===== config.mk =====
export PLATFORM = sky130hd
export DESIGN_NAME = spi_sl_regbank
export DESIGN_NICKNAME = d
export VERILOG_FILES = /design/src/rtl/spi_sl_regbank.sv
export SDC_FILE = /design/constraint.sdc
export NUM_CORES = 1
export LEC_CHECK = 0
export CORE_MARGIN = 4
export CORE_UTILIZATION = 40
export CTS_CLUSTER_DIAMETER = 40
export DETAILED_ROUTE_END_ITERATION = 16
export HOLD_SLACK_MARGIN = 0.02
export PLACE_DENSITY = 0.56
export SLEW_MARGIN = 30
export SYNTH_ARGS = -nofsm -noshare
export SYNTH_HDL_FRONTEND = slang
export SYNTH_SLANG_ARGS = --single-unit

===== constraint.sdc =====
create_clock -name sys_clk -period 3 [get_ports sys_clk]
set_input_delay 0.6 -clock sys_clk [delete_from_list [all_inputs] [get_ports sys_clk]]
set_output_delay 0.6 -clock sys_clk [all_outputs]
set_load 0.05 [all_outputs]

===== src/rtl/spi_sl_regbank.sv =====
// SPI slave that decodes {rwb, addr, data} frames into a register bank.
// All SPI pins are oversampled on sys_clk; reads are answered within the same frame.
module spi_sl_regbank #(
  parameter int ADDR_W    = 6,
  parameter int DATA_W    = 12,
  parameter int NUM_REGS  = 16,
  parameter int LEDS_W    = 8,
  parameter int CPOL      = 0,
  parameter int CPHA      = 0,
  parameter int LSB_FIRST = 1,
  parameter int SYNC_STG  = 2
) (
  input  logic              sys_clk,
  input  logic              rstn,
  input  logic              sclk,
  input  logic              cs_n,
  input  logic              mosi,
  output logic              miso,
  output logic              miso_oe,
  output logic [LEDS_W-1:0] leds,
  output logic              wr_strobe,
  output logic [ADDR_W-1:0] wr_addr,
  output logic [DATA_W-1:0] wr_data,
  output logic [7:0]        err_cnt
);

  localparam int               CNT_W       = $clog2((DATA_W > ADDR_W) ? DATA_W : ADDR_W);
  localparam int               IDX_W       = (NUM_REGS > 1) ? $clog2(NUM_REGS) : 1;
  localparam int               AW1         = ADDR_W + 1;
  localparam logic [ADDR_W:0]  NUM_REGS_L  = AW1'(NUM_REGS);
  localparam logic [CNT_W-1:0] ADDR_LAST   = CNT_W'(ADDR_W - 1);
  localparam logic [CNT_W-1:0] DATA_LAST   = CNT_W'(DATA_W - 1);
  localparam bit               SAMPLE_RISE = (CPOL == CPHA);
  localparam bit               LSB         = (LSB_FIRST != 0);
  localparam logic             SCLK_IDLE   = (CPOL != 0);

  typedef enum logic [2:0] {
    S_IDLE = 3'd0,
    S_CMD  = 3'd1,
    S_ADDR = 3'd2,
    S_DATA = 3'd3,
    S_DONE = 3'd4
  } state_e;

  state_e              state_q;
  logic [SYNC_STG-1:0] sclk_sync_q;
  logic [SYNC_STG-1:0] cs_sync_q;
  logic [SYNC_STG-1:0] mosi_sync_q;
  logic                sclk_prev_q;
  logic                cs_prev_q;
  logic [CNT_W-1:0]    cnt_q;
  logic                rwb_q;
  logic [ADDR_W-1:0]   addr_q;
  logic [DATA_W-1:0]   data_q;
  logic [DATA_W-1:0]   rd_q;
  logic                miso_q;
  logic                wr_strobe_q;
  logic [ADDR_W-1:0]   wr_addr_q;
  logic [DATA_W-1:0]   wr_data_q;
  logic [7:0]          err_q;
  logic [LEDS_W-1:0]   leds_q;
  logic [DATA_W-1:0]   regs_q [NUM_REGS];

  logic              sclk_s, cs_s, mosi_s;
  logic              sclk_rise, sclk_fall, sample_edge, shift_edge;
  logic              cs_fall, cs_rise;
  logic [ADDR_W-1:0] addr_d;
  logic [DATA_W-1:0] data_d, rd_d, rd_shift_d;
  logic              addr_hit_d, addr_mapped, miso_bit;
  logic              abort, last_data, err_inc;
  logic [7:0]        err_d;

  assign sclk_s = sclk_sync_q[SYNC_STG-1];
  assign cs_s   = cs_sync_q[SYNC_STG-1];
  assign mosi_s = mosi_sync_q[SYNC_STG-1];

  assign sclk_rise   = sclk_s & ~sclk_prev_q;
  assign sclk_fall   = ~sclk_s & sclk_prev_q;
  assign sample_edge = SAMPLE_RISE ? sclk_rise : sclk_fall;
  assign shift_edge  = SAMPLE_RISE ? sclk_fall : sclk_rise;
  assign cs_fall     = cs_prev_q & ~cs_s;
  assign cs_rise     = ~cs_prev_q & cs_s;

  assign addr_d = LSB ? {mosi_s, addr_q[ADDR_W-1:1]} : {addr_q[ADDR_W-2:0], mosi_s};
  assign data_d = LSB ? {mosi_s, data_q[DATA_W-1:1]} : {data_q[DATA_W-2:0], mosi_s};

  // The read word is fetched with the address that is complete on this very sample.
  assign addr_hit_d  = ({1'b0, addr_d} < NUM_REGS_L);
  assign addr_mapped = ({1'b0, addr_q} < NUM_REGS_L);
  assign rd_d        = addr_hit_d ? regs_q[addr_d[IDX_W-1:0]] : '0;
  assign miso_bit    = LSB ? rd_q[0] : rd_q[DATA_W-1];
  assign rd_shift_d  = LSB ? (rd_q >> 1) : (rd_q << 1);

  assign abort     = cs_rise && (state_q inside {S_CMD, S_ADDR, S_DATA});
  assign last_data = (state_q == S_DATA) && !cs_rise && sample_edge && (cnt_q == DATA_LAST);
  assign err_inc   = abort || (last_data && !addr_mapped);
  assign err_d     = (err_inc && (err_q != 8'hFF)) ? err_q + 8'd1 : err_q;

  always_ff @(posedge sys_clk or negedge rstn) begin
    if (!rstn) begin
      sclk_sync_q <= {SYNC_STG{SCLK_IDLE}};
      cs_sync_q   <= '1;
      mosi_sync_q <= '0;
      sclk_prev_q <= SCLK_IDLE;
      cs_prev_q   <= 1'b1;
      state_q     <= S_IDLE;
      cnt_q       <= '0;
      rwb_q       <= 1'b0;
      addr_q      <= '0;
      data_q      <= '0;
      rd_q        <= '0;
      miso_q      <= 1'b0;
      wr_strobe_q <= 1'b0;
      wr_addr_q   <= '0;
      wr_data_q   <= '0;
      err_q       <= '0;
      leds_q      <= '0;
      for (int i = 0; i < NUM_REGS; i++) regs_q[i] <= '0;
    end else begin
      sclk_sync_q <= {sclk_sync_q[SYNC_STG-2:0], sclk};
      cs_sync_q   <= {cs_sync_q[SYNC_STG-2:0], cs_n};
      mosi_sync_q <= {mosi_sync_q[SYNC_STG-2:0], mosi};
      sclk_prev_q <= sclk_s;
      cs_prev_q   <= cs_s;
      wr_strobe_q <= 1'b0;
      err_q       <= err_d;
      leds_q      <= regs_q[0][LEDS_W-1:0];
      case (state_q)
        S_IDLE: begin
          miso_q <= 1'b0;
          if (cs_fall) begin
            state_q <= S_CMD;
            cnt_q   <= '0;
          end
        end
        S_CMD: begin
          if (cs_rise) begin
            state_q <= S_IDLE;
          end else if (sample_edge) begin
            rwb_q   <= mosi_s;
            cnt_q   <= '0;
            state_q <= S_ADDR;
          end
        end
        S_ADDR: begin
          if (cs_rise) begin
            state_q <= S_IDLE;
          end else if (sample_edge) begin
            addr_q <= addr_d;
            if (cnt_q == ADDR_LAST) begin
              cnt_q   <= '0;
              rd_q    <= rwb_q ? rd_d : '0;
              state_q <= S_DATA;
            end else begin
              cnt_q <= cnt_q + CNT_W'(1);
            end
          end
        end
        S_DATA: begin
          if (cs_rise) begin
            miso_q  <= 1'b0;
            state_q <= S_IDLE;
          end else begin
            // Each shift edge precedes the sample edge that the master uses for that bit.
            if (shift_edge && rwb_q) begin
              miso_q <= miso_bit;
              rd_q   <= rd_shift_d;
            end
            if (sample_edge) begin
              data_q <= data_d;
              if (cnt_q == DATA_LAST) begin
                state_q <= S_DONE;
                miso_q  <= 1'b0;
                if (!rwb_q && addr_mapped) begin
                  regs_q[addr_q[IDX_W-1:0]] <= data_d;
                  wr_strobe_q <= 1'b1;
                  wr_addr_q   <= addr_q;
                  wr_data_q   <= data_d;
                end
              end else begin
                cnt_q <= cnt_q + CNT_W'(1);
              end
            end
          end
        end
        S_DONE: begin
          miso_q <= 1'b0;
          if (cs_rise) state_q <= S_IDLE;
        end
        default: state_q <= S_IDLE;
      endcase
    end
  end

  assign miso      = miso_q;
  assign miso_oe   = ~cs_s;
  assign leds      = leds_q;
  assign wr_strobe = wr_strobe_q;
  assign wr_addr   = wr_addr_q;
  assign wr_data   = wr_data_q;
  assign err_cnt   = err_q;

endmodule


[Word-level counts from Yosys, hierarchy flattened]
Index checks and enable logic that the tools add are counted.
Storage, ports and cells
  input port bits: 5
  flip-flop bits (word level): 274
Operators by class
  $add $sub $neg: 2
  mux-type cells: 45
  magnitude comparators: 5
  reductions and logical operators: 26
  equality and inequality tests: 23
  bitwise gates (word level): 11
Operator list (number)
  $bwmux 192: 1
  $mux 12: 10
  $bmux 12 s4: 1
  $demux 12 s4: 1
  $mux 4: 9
  $mux 3: 10
  $pmux 12 s2: 1
  $ne 2x2->1 const B: 9
  $pmux 4 s4: 1
  $pmux 3 s5: 1
  $lt 6x5->1 const B: 2
  $ge 5x5->1 const B: 2
  $not 4->5: 2
  $logic_and 1x1->1: 9
  $mux 1: 9
  $ne 3x3->1 const B: 3
  $reduce_and 3->1: 3
  $reduce_and 9->1: 1
  $add 8x1->8 const B: 1
  $ne 8x8->1 const B: 1
  $reduce_and 7->1: 1
  $eq 3x2->1 const B: 2
  $ne 3x2->1 const B: 2
  $reduce_and 6->1: 1
  other kinds (18): 29

[Logic depth before layout (Yosys ltp)]
  depth in word-level cells: 10
  depth in mapped cells: 8

[Worst setup path before layout]
Ideal clock, no wire load.
  kind: register to register
  from: register cnt_q[0]
  to: register regs_q[73] (netlist name)
  data required time: 2.873 ns
  setup slack: 0.811 ns
  library setup time: 0.127 ns
  arrival time: 2.061 ns
  clock period less this slack: 2.189 ns
  cell stages (with the launch flop): 7
  cells stage by stage: dfrtp_1 > ha_1 > nand3b_1 > nand3b_2 > or4_4 > buf_6 > mux2_1
On the way
  word-level cells in the longest chain between the ends: 2
RTL lines
  from (decl): RTL line 51  | logic [CNT_W-1:0] cnt_q;
  from (signal assigned): RTL line 155  | cnt_q <= cnt_q + CNT_W'(1);
  from (signal assigned): RTL line 181  | cnt_q <= cnt_q + CNT_W'(1);
  $eq 4x4->1: RTL line 171  | if (cnt_q == DATA_LAST) begin
  $reduce_and 5->1 (no line)
  to (signal, indexed assignment): RTL line 175  | regs_q[addr_q[IDX_W-1:0]] <= data_d;
  to (decl): RTL line 62  | logic [DATA_W-1:0] regs_q [NUM_REGS];
Every way passes these cells.
A chain may end at the register's enable or synchronous reset.

[Final worst setup path]
  from: register cs_prev_q
  to: register regs_q[73] (netlist name)
On the way
  word-level cells in the longest chain between the ends: 4
RTL lines
  from (decl): RTL line 50  | logic cs_prev_q;
  from (signal assigned): RTL line 124  | cs_prev_q <= cs_s;
  $not 1->1: RTL line 82  | assign cs_rise = ~cs_prev_q & cs_s;
  $and 1x1->1: RTL line 82
  $not 1->1 (no line)
  $reduce_and 5->1 (no line)
Every way passes these cells.

==> impl_metrics.csv <==
group,metric,value,unit
clock_tree,clock_sinks,273,
timing,drv_slew,0,
setup_path,r2r_start,"cs_prev_q$_DFF_PN1_",
finish,most-common-layout-cells,"dfrtp_1 (267), mux2_2 (207), mux4_2 (48)",
routing,drt_wl_total,28700,um
clock_tree,cts_buffer_depth,3,
logic_synthesis,synth_area,0.0123,mm^2
clock_tree,clkLatencyLatePin,0.52,ns
setup_path,path_cells,"nor2b_1, buf_4, nor2_1, nand2_1, or4_4, mux2_1",
timing,fin_worst_skew,0.0180,ns
setup_path,reg2reg_to,"regs_q[73]$_DFFE_PN0P_",
timing,setup_viol,0,
logic_synthesis,synth-edff-count,0,
clock_tree,tritoncts,"yes",
setup_path,cpMaxStageDelayCell,"or4_4",
timing,hold_viol_final,0,
routing,detail-route-antenna-nets,0,
routing,via_per_inst,5.56,
routing,drc,0,
clock_tree,postCtsHoldBufs,1,
finish,design_area,0.0147,mm^2
grt,grt_usage,17.5,%
timing,fin_setup_tns,0,ns
place,routabilityCongestion,0.778,
setup_path,critPathArrivalTime,2.91,ns
grt,grt_pass1_wl,46200,um
place,place_ws,0.531,ns
setup_path,worst-path-buf-inv,1,
routing,drt_iter0_drc,385,
clock_tree,cts_buffers,42,
logic_synthesis,syn_nets,840,
logic_synthesis,async_reset_ff_share,100,%
grt,grt_overflow,0,
finish,area_growth,19.6,%
setup_path,critPathMaxFanout,12,
setup_path,r2r_setup_slack,0.48,ns
power_and_ir_drop,peakVddDrop,559,uV
timing,final.setup.worst_slack,0.481,ns
floorplanning,die_area,0.0336,mm^2
hold_path,min-delay-start,"mosi_sync_q[0]$_DFF_PN0_",
logic_synthesis,ys_types,46,
power_and_ir_drop,p_leak,6.87,nW
floorplanning,die_w,183,um
power_and_ir_drop,total_power,10.2,mW
clock_tree,cts_setup_buffers,0,
place,hpwl,17900,um
logic_synthesis,synth_warnings,0,
logic_synthesis,syn_inst,832,
routing,vias,7224,
finish,layout-drive-gt1-share,45.1,%
logic_synthesis,postSynthAreaPerCell,14.8,um^2
grt,antenna_found_initial,0,
finish,layout.cells.most_common,"dfrtp_1",
logic_synthesis,synth-seq-area-share,55.6,%
setup_path,crit_family,"simple AND/OR/NAND/NOR gates",
setup_path,start_kind,"flip-flop",
floorplanning,initial_core_util,41.1,%
timing,tightest_slew,0.842,ns
clock_tree,clk_pin_slew,0.05,ns
timing,rsz0062_at_grt,"false",
floorplanning,core,0.0300,mm^2
run,cap_violations,0,
logic_synthesis,ys_seq_elements,273,
floorplanning,rows,63,
setup_path,cp_data_required_time,3.39,ns
hold_path,hp-class,"reg2reg",
grt,grt_start_max_net_pins,71,
routing,firstDrtPassIters,5,
clock_tree,ctsHtreeMaxLevel,2,
setup_path,crit_path_end_kind,"flip-flop",
power_and_ir_drop,powerDensity,692,mW/mm^2
timing,whs,0.356,ns
grt,grt_pass1_vias,7940,
routing,wl_per_cell,22.1,um
floorplanning,die_h,183,um
setup_path,rr_worst_depth,6,
hold_path,min_to,"mosi_sync_q[1]$_DFF_PN0_",
clock_tree,root_buffer,"clkbuf_16",
setup_path,critical-path-max-stage-delay,0.71,ns
status,outcome,"completed",
timing,fmax,397,MHz
timing,period_needed,2.52,ns
setup_path,worstSetupPathType,"reg2reg",
finish,layout.nets,886,
timing,slew_headroom,43.9,%
logic_synthesis,synth-main-ff-cell,"dfrtp_1",
place,io_buffer_count,41,
timing,period_share,84.0,%
clock_tree,cts_resized,0,
hold_path,hold_depth,0,
floorplanning,io_pins,42,
place,placed_area,0.0132,mm^2
finish,num_antenna_cells,0,
-- logic make-up (layout without fill, tap and decap cells) --
group           Yosys count  count (layout)  synth area share [%]
mux                     299             299                  32.6
flops                   273             273                  55.6
simple gates            123             123                  5.49
buf+inv                  77             154                  3.00
compound gates           52              52                  2.69
xor+xnor                  5               5                 0.356
fa+ha+maj                 3               3                 0.305
-- cell usage after synthesis (all sizes together), types with 10 or more instances --
master / instances / area share, %
clkbuf: 29 / 0.89
o211ai: 11 / 0.67
nand2: 38 / 1.2
buf: 41 / 1.9
mux2i: 12 / 0.98
nor2: 16 / 0.49
o21ai: 22 / 0.90
dfrtp: 270 / 55
nand2b: 10 / 0.57
mux2: 239 / 23
nand4: 12 / 0.61
mux4: 48 / 8.8
nor3: 12 / 0.49
-- worst max path at each step --
stage,startpoint,to,slack [ns],cells past startpoint
floorplan,cnt_q[0]$_DFFE_PN0P_,regs_q[73]$_DFFE_PN0P_,0.81,6
CTS,cnt_q[0]$_DFFE_PN0P_,regs_q[61]$_DFFE_PN0P_,0.50,6
global placement,cs_prev_q$_DFF_PN1_,regs_q[73]$_DFFE_PN0P_,0.61,6
detailed placement,cnt_q[0]$_DFFE_PN0P_,regs_q[61]$_DFFE_PN0P_,0.53,6
global route,sclk_sync_q[1]$_DFF_PN0_,rd_q[7]$_DFFE_PN0P_,0.37,5
finish,cs_prev_q$_DFF_PN1_,regs_q[73]$_DFFE_PN0P_,0.48,6
-- flip-flops by register name, indices dropped and copies added, names as in the netlist, 6 cells and up --
register	cells
data_q	11
err_cnt	8
leds	8
rd_q	12
wr_data	12
wr_addr	6
regs_q	192
addr_q	6
-- stage by stage --
step / util, % / instances
2_1_floorplan: - / 832
3_3_place_gp: 44.0 / 1223
3_5_place_dp: 44.0 / 1223
4_1_cts: 49.1 / 1299
5_1_grt: 49.1 / 1299
6_report: 49.1 / 1299
-- power breakdown --
part           internal (mW)  switching (mW)
Sequential              3.79           0.224
Clock                   3.50            1.73
Combinational          0.347           0.597
Total                   7.64            2.55
-- final cells by class --
cell class,instances,area (um^2)
flip-flops and latches,273,6840
inverters,7,26.3
multi-input cells,482,5120
fillers,2601,15200
clock inverters,24,377
clock buffers,51,1150
repair buffers,72,713
well taps,390,488
-- routing by layer --
metal | up-vias | global-route usage, % | wire length (um)
met2 | 160 | 29.1 | 14100
met1 | 3871 | 23.9 | 13000
met4 | 0 | 5.39 | 652
met3 | 49 | 2.82 | 993
met5 | - | 0 | 0
li1 | 3144 | - | -
Power figures use the tool's default switching activity.
